==> src/rtl/alu_exec_unit.sv <==
// alu_exec_unit: ALU control decode plus single-cycle registered ALU execute stage.
//   clk         in   1   system clock, rising edge
//   rst         in   1   synchronous active-high reset
//   alu_op      in   2   main-control opcode (00 add, 01 sub, 10 R-type, 11 or)
//   funct       in   6   instruction funct field, used when alu_op = 10
//   a, b        in  32   operands
//   branch      in   1   branch control flag
//   alu_ctrl    out  4   decoded ALU operation, combinational
//   result      out 32   registered ALU result
//   zero        out  1   registered, result of this edge equals 0
//   overflow    out  1   registered signed overflow for ADD/SUB
//   take_branch out  1   registered branch AND zero
module alu_exec_unit (
    input  logic        clk,
    input  logic        rst,
    input  logic [1:0]  alu_op,
    input  logic [5:0]  funct,
    input  logic [31:0] a,
    input  logic [31:0] b,
    input  logic        branch,
    output logic [3:0]  alu_ctrl,
    output logic [31:0] result,
    output logic        zero,
    output logic        overflow,
    output logic        take_branch
);
    localparam logic [3:0] OP_AND  = 4'b0000;
    localparam logic [3:0] OP_OR   = 4'b0001;
    localparam logic [3:0] OP_ADD  = 4'b0010;
    localparam logic [3:0] OP_XOR  = 4'b0011;
    localparam logic [3:0] OP_SUB  = 4'b0110;
    localparam logic [3:0] OP_SLT  = 4'b0111;
    localparam logic [3:0] OP_SLTU = 4'b1000;
    localparam logic [3:0] OP_NOR  = 4'b1100;
    localparam logic [3:0] OP_INV  = 4'b1111;
    logic [3:0]  r_ctrl;
    logic [31:0] sum;
    logic [31:0] diff;
    logic [31:0] res_next;
    logic        ovf_next;
    always_comb begin
        case (funct)
            6'b100000, 6'b100001: r_ctrl = OP_ADD;
            6'b100010, 6'b100011: r_ctrl = OP_SUB;
            6'b100100:            r_ctrl = OP_AND;
            6'b100101:            r_ctrl = OP_OR;
            6'b100110:            r_ctrl = OP_XOR;
            6'b100111:            r_ctrl = OP_NOR;
            6'b101010:            r_ctrl = OP_SLT;
            6'b101011:            r_ctrl = OP_SLTU;
            default:              r_ctrl = OP_INV;
        endcase
    end
    assign alu_ctrl = alu_op == 2'b00 ? OP_ADD :
                      alu_op == 2'b01 ? OP_SUB :
                      alu_op == 2'b11 ? OP_OR  : r_ctrl;
    assign sum  = a + b;
    assign diff = a - b;
    always_comb begin
        res_next = '0;
        ovf_next = 1'b0;
        case (alu_ctrl)
            OP_AND:  res_next = a & b;
            OP_OR:   res_next = a | b;
            OP_XOR:  res_next = a ^ b;
            OP_NOR:  res_next = ~(a | b);
            OP_ADD: begin
                res_next = sum;
                ovf_next = (a[31] == b[31]) && (sum[31] != a[31]);
            end
            OP_SUB: begin
                res_next = diff;
                ovf_next = (a[31] != b[31]) && (diff[31] != a[31]);
            end
            OP_SLT:  res_next = {31'b0, $signed(a) < $signed(b)};
            OP_SLTU: res_next = {31'b0, a < b};
            default: res_next = '0;
        endcase
    end
    // zero and take_branch look at this edge's result, not the held one
    always_ff @(posedge clk) begin
        if (rst) begin
            result      <= '0;
            zero        <= 1'b0;
            overflow    <= 1'b0;
            take_branch <= 1'b0;
        end else begin
            result      <= res_next;
            zero        <= res_next == 32'd0;
            overflow    <= ovf_next;
            take_branch <= branch && (res_next == 32'd0);
        end
    end
endmodule

==> config.mk <==
export PLATFORM = sky130hd
export DESIGN_NAME = alu_exec_unit
export DESIGN_NICKNAME = d
export VERILOG_FILES = /design/src/rtl/alu_exec_unit.sv
export SDC_FILE = /design/constraint.sdc
export NUM_CORES = 1
export LEC_CHECK = 0
export ABC_AREA = 1
export BUFFER_PORTS_ARGS = -buffer_cell sky130_fd_sc_hd__buf_2
export CAP_MARGIN = 20
export CORE_ASPECT_RATIO = 0.5
export CORE_MARGIN = 3
export CORE_UTILIZATION = 55
export DETAILED_ROUTE_END_ITERATION = 8
export PLACE_DENSITY = 0.78
export SLEW_MARGIN = 40
export SYNTH_ARGS = -nofsm -noshare
export SYNTH_HDL_FRONTEND = slang
export SYNTH_SLANG_ARGS = --single-unit
==> constraint.sdc <==
create_clock -name clk -period 6.09 [get_ports clk]
set_input_delay 0.609 -clock clk [delete_from_list [all_inputs] [get_ports clk]]
set_output_delay 0.609 -clock clk [all_outputs]
set_load 0.02 [all_outputs]
**After elaboration in Yosys (flattened, before gate mapping)**

Cells that the tools add are included.

- Add/sub/neg operators: 2
- $lt $le $gt $ge: 2
- Equality and inequality tests: 23
- Multiplexer cells: 6
- Bitwise logic cells: 4
- Reduce and logical (&&, ||, !) cells: 8

Operator list:

| operator | count |
|---|---|
| $pmux 32 s8 | 1 |
| $lt 32x32->1 | 2 |
| $eq 6x6->1 const B | 10 |
| $add 32x32->32 | 1 |
| $and 32x32->32 | 1 |
| $logic_not 32->1 | 1 |
| $not 32->32 | 1 |
| $or 32x32->32 | 1 |
| $pmux 4 s8 | 1 |
| $sub 32x32->32 | 1 |
| $xor 32x32->32 | 1 |
| $mux 4 | 3 |
| $eq 4x2->1 const B | 2 |
| $eq 4x3->1 const B | 2 |
| $eq 4x4->1 const B | 2 |
| $eq 4x1->1 const B | 1 |
| $logic_not 4->1 | 1 |
| $reduce_or 2->1 | 2 |
| $logic_and 1x1->1 | 3 |
| $ne 1x1->1 | 3 |
| $eq 2x1->1 const B | 1 |
| $eq 2x2->1 const B | 1 |
| $logic_not 2->1 | 1 |
| $pmux 1 s2 | 1 |
| $eq 1x1->1 | 1 |

- Register bits after elaboration: 35
- Input port bits: 75
- Output and inout bits: 39
- Logic and storage cells: 49

**Longest topological paths before layout**

- Depth in word-level cells: 10
- Mapped depth: 25
- Gate-level depth less buffers: 24

**Worst setup path before layout**

No wires, ideal clock.

- Kind: input-to-reg
- Start point: input a[0]
- End point: register take_branch
- Setup time: 0.065 ns
- Data arrival time: 2.586 ns
- Data required time: 6.025 ns
- Slack: 3.439 ns
- Stages: 20
- Buffers on the path: 0
- Cells stage by stage: ha_1 > fa_1 > nand2_1 > nand3_1 > and2_1 > nand2_1 > nand2_1 > nand2_1 > nand2_1 > nand2_1 > nand3_1 > nand2_1 > nor2_1 > nor2_1 > nand2_1 > nor2_1 > nand2_1 > nor2_1 > nand4_1 > nor2_1

- Cells in the longest elaborated chain, start to end: 5
- Elaborated cells between the ends (all ways): 11
- Classes of those cells: add/sub: 2; order compare: 2; mux: 1; bitwise: 4; reduce/logical: 2

Ends and longest elaborated chain:

| element | line | text |
|---|---|---|
| start, declared | 18 | `input logic [31:0] a,` |
| parallel branches: the longest is 2 deep, another holds $sub 32x32->32 | -- |  |
| $pmux 32 s8 (*) | 62 | `case (alu_ctrl)` |
| $logic_not 32->1 (*) | 91 | `take_branch <= branch && (res_next == 32'd0);` |
| $logic_and 1x1->1 (*) | 91 |  |
| end signal, assigned | 91 |  |
| end, declared | 25 | `output logic take_branch` |

Mark *: on every way between the ends.
A chain may end at the register's enable or synchronous reset.

**Worst setup path after layout**

- Start point: input funct[4]
- End point: register zero

- Cells in the longest elaborated chain, start to end: 9
- Elaborated cells between the ends (all ways): 26
- Classes of those cells: eq/ne: 17; mux: 5; reduce/logical: 4

Ends and longest elaborated chain:

| element | line | text |
|---|---|---|
| start, declared | 17 | `input logic [5:0] funct,` |
| $eq 6x6->1 | 42 | `case (funct)` |
| $reduce_or 2->1 | 42 |  |
| $pmux 4 s8 (*) | 42 |  |
| $mux 4 (*) | 56 | `alu_op == 2'b11 ? OP_OR : r_ctrl;` |
| $mux 4 (*) | 55 | `alu_op == 2'b01 ? OP_SUB :` |
| $mux 4 (*) | 54 | `assign alu_ctrl = alu_op == 2'b00 ? OP_ADD :` |
| $eq 4x4->1, or another cell as far along | 62 |  |
| $pmux 32 s8 (*) | 62 |  |
| $logic_not 32->1 (*) | 89 | `zero <= res_next == 32'd0;` |
| end signal, assigned | 84 | `zero <= 1'b0;` |
| end signal, assigned | 89 |  |
| end, declared | 23 | `output logic zero,` |

Every way passes the cells marked *; elsewhere a longest branch is shown, timed or not.

==> impl_results.md <==
- Vias per cell: 5.58
- Design Area, Final: 9120 sq um
- Io pins: 114
- Seq/Total Area, Yosys: 8.40%
- F_max: 263 MHz
- Least-Margin Pin Slew: 0.958 ns
- Post-synth EDFFs: 0
- Std-Cell Rows: 31
- DP HPWL: 27.7 mm
- Minimum clock period after layout: 3.80 ns
- Initial DRC Count: 1315
- CP endpoint kind: flip-flop
- Syn avg cell area: 5.12 sq um
- Initial DRT Pass Iterations: 8
- All-layer global routing usage: 38.6%
- HP Start: branch
- Design Power: 0.00138 W
- Setup TNS: 0 ns
- Top-count cell post-synth: nand2_1
- Lkg Pwr: 5.74 nW
- Total wire length: 33.9 mm
- Top_reg_cell synth: dfxtp_1
- Clk root buf: clkbuf_16
- RSZ-0062 raised after global routing: false
- CP max FO: 23
- Gate Count Post-Synth: 1628
- Pwr per Cell Area: 151 nW/um^2
- First-pass GRT wire length: 50.7 mm
- Yosys warns: 0
- Htree depth: 2
- Distinct cells, synth: 35
- Area grow syn2layout: 9.38%
- Period Utilization, post-route: 62.4%
- Post-synth top area cell: nand2_1
- Via count: 10600
- Mapped Nets: 1801
- Antenna cells: 0
- Switch Pwr: 0.000720 W
- Status: complete, no violations
- Worst Path Required: 6.29 ns
- Gr ovfl total: 0
- Setup violators final: 0
- Initial antenna violation count: 0
- Max clock buf depth: 2
- Commonest cells in the synthesized netlist: nand2_1 (585), inv_1 (301), nor2_1 (192)
- Final hold violation count: 0
- Synth top area share: 26.3%
- PortBufs: 113
- Sw frac: 52.2%
- Synth Register Bits: 35
- GP Congestion: 1.05
- Startpoint Class: input pin
- Hold path cells: 3
- Reg clk slew, reported paths: 0.06 ns
- Clk pwr share: 19.9%
- # Post-CTS Setup Buffers: 0
- Mapped cell area: 8340 sq um
- CP dominant cell by count: nand2_1
- Arrival @ worst endpoint: 4.00 ns
- Slowest stage delay, CP: 0.70 ns
- Cell Area, Placed: 8980 sq um
- Die Span Y: 93.1 um
- Rel. slew slack: 36.1%
- Share of cells above drive strength 1: 10.3%
- Core area: 14700 sq um
- Total CTS buffers: 5
- CP max-delay cell: nor2_4
- CTS tree: yes
- Gate power share: 61.2%
- Final-stage net count: 1875
- Die X-Extent: 180 um
- Largest net degree at the start of global routing: 39
- Crit Path Class: in2reg
- Ys async rst share: 0%
- Critical-path cell list: buf_2 -> nor2_4 -> nand3_1 -> nand2_1 -> nor2_1 -> nand2_2 -> nand2_1 -> nand2_1 -> nand2_1 -> nor2_4 -> nand3_1 -> nand2_1 -> inv_1 -> nand2_1 -> nor2_1 -> nand2_1 -> nor2_1 -> nand4_1 -> inv_1
- Sink Count: 35
- Top post-synthesis cells by area: nand2_1 (26%), ha_1 (14%), inv_1 (14%)
- Cts hold-fix bufs: 0
- Hold Crit Class: in2reg
- ANT nets after route: 0
- # Max-Cap Violations: 0
- Min-Delay Endpoint: take_branch
- Post-CTS Resized: 0
- DR WL/cell: 17.8 um
- Hold_ws: 0.525 ns
- Peak VDD IR: 120 uV
- Die ar.: 16800 sq um
- Sequential share of power: 18.9%
- Drc violations: 0
- Starting Density: 56.9%
- Pint: 0.000659 W
- Critical Path Start: funct[4]
- Vias in the first global route: 9421
- Slew Limit Fails: 0
## layout make-up
cell class | count | area (sq um)
Multi-Input combinational cell | 1236 | 6260
Fill cell | 1488 | 5540
Inverter | 306 | 1150
Sequential cell | 35 | 701
Timing Repair Buffer | 118 | 631
Tap cell | 198 | 248
Clock buffer | 7 | 133
Clock inverter | 1 | 5.00
## cell families after synthesis
kind of cell	count (synthesis)	share of synthesized area, %
fa+ha+maj	98	14.9
xor+xnor	24	2.52
simple gates	977	48.4
buf+inv	357	17.0
flops	35	8.40
compound gates	137	8.84
## worst max-delay path by stage
stage,endpoint
detailed placement,zero
global placement,take_branch
finish,zero
global route,take_branch
floorplan,take_branch
CTS,zero
## power by group through the flow
| stage | Clock [W] | Sequential [W] | Combinational [W] |
|---|---|---|---|
| final | 0.000275 | 0.000261 | 0.000844 |
| after global routing | 0.000282 | 0.000263 | 0.000916 |
| after CTS | 0.000278 | 0.000261 | 0.000811 |
| after detailed placement | 0 | 0.000265 | 0.000807 |
| after global placement | 0 | 0.000264 | 0.000786 |
| after floorplan | 0 | 0.000298 | 0.000519 |
## layer usage
layer | routed length (um) | global-route usage, %
met1 | 14300 | 52.0
met2 | 13400 | 57.1
met3 | 5000 | 13.7
met4 | 1250 | 13.6
met5 | 0 | 0
## placed cells by master, fill, tap and decap left out, drive strengths merged, types with 35 or more instances in the layout
cell type,instances
nand2,590
inv,306
nor2,201
nand3,118
buf,118
ha,96
a21oi,79
o21ai,38
dfxtp,35
## metrics by stage
step / worst slack (ns) / util [%] / std cells
after detailed placement: 2.17 / 61.3 / 1893
final: 2.29 / 62.2 / 1901
after global routing: 2.12 / 62.2 / 1901
after global placement: 1.94 / 60.9 / 1891
after floorplan: 3.44 / - / 1628
after CTS: 2.51 / 62.2 / 1901
## sequential cells by signal, summed over array words and instances (netlist names)
signal and flops:
result 32, zero 1, take_branch 1, overflow 1
## worst max-delay path, delay by kind of cell
family        cells  cell delay, ns
buf+inv           3            0.24
simple gates     16            3.10
No activity file was read; power rests on OpenSTA's default activity.
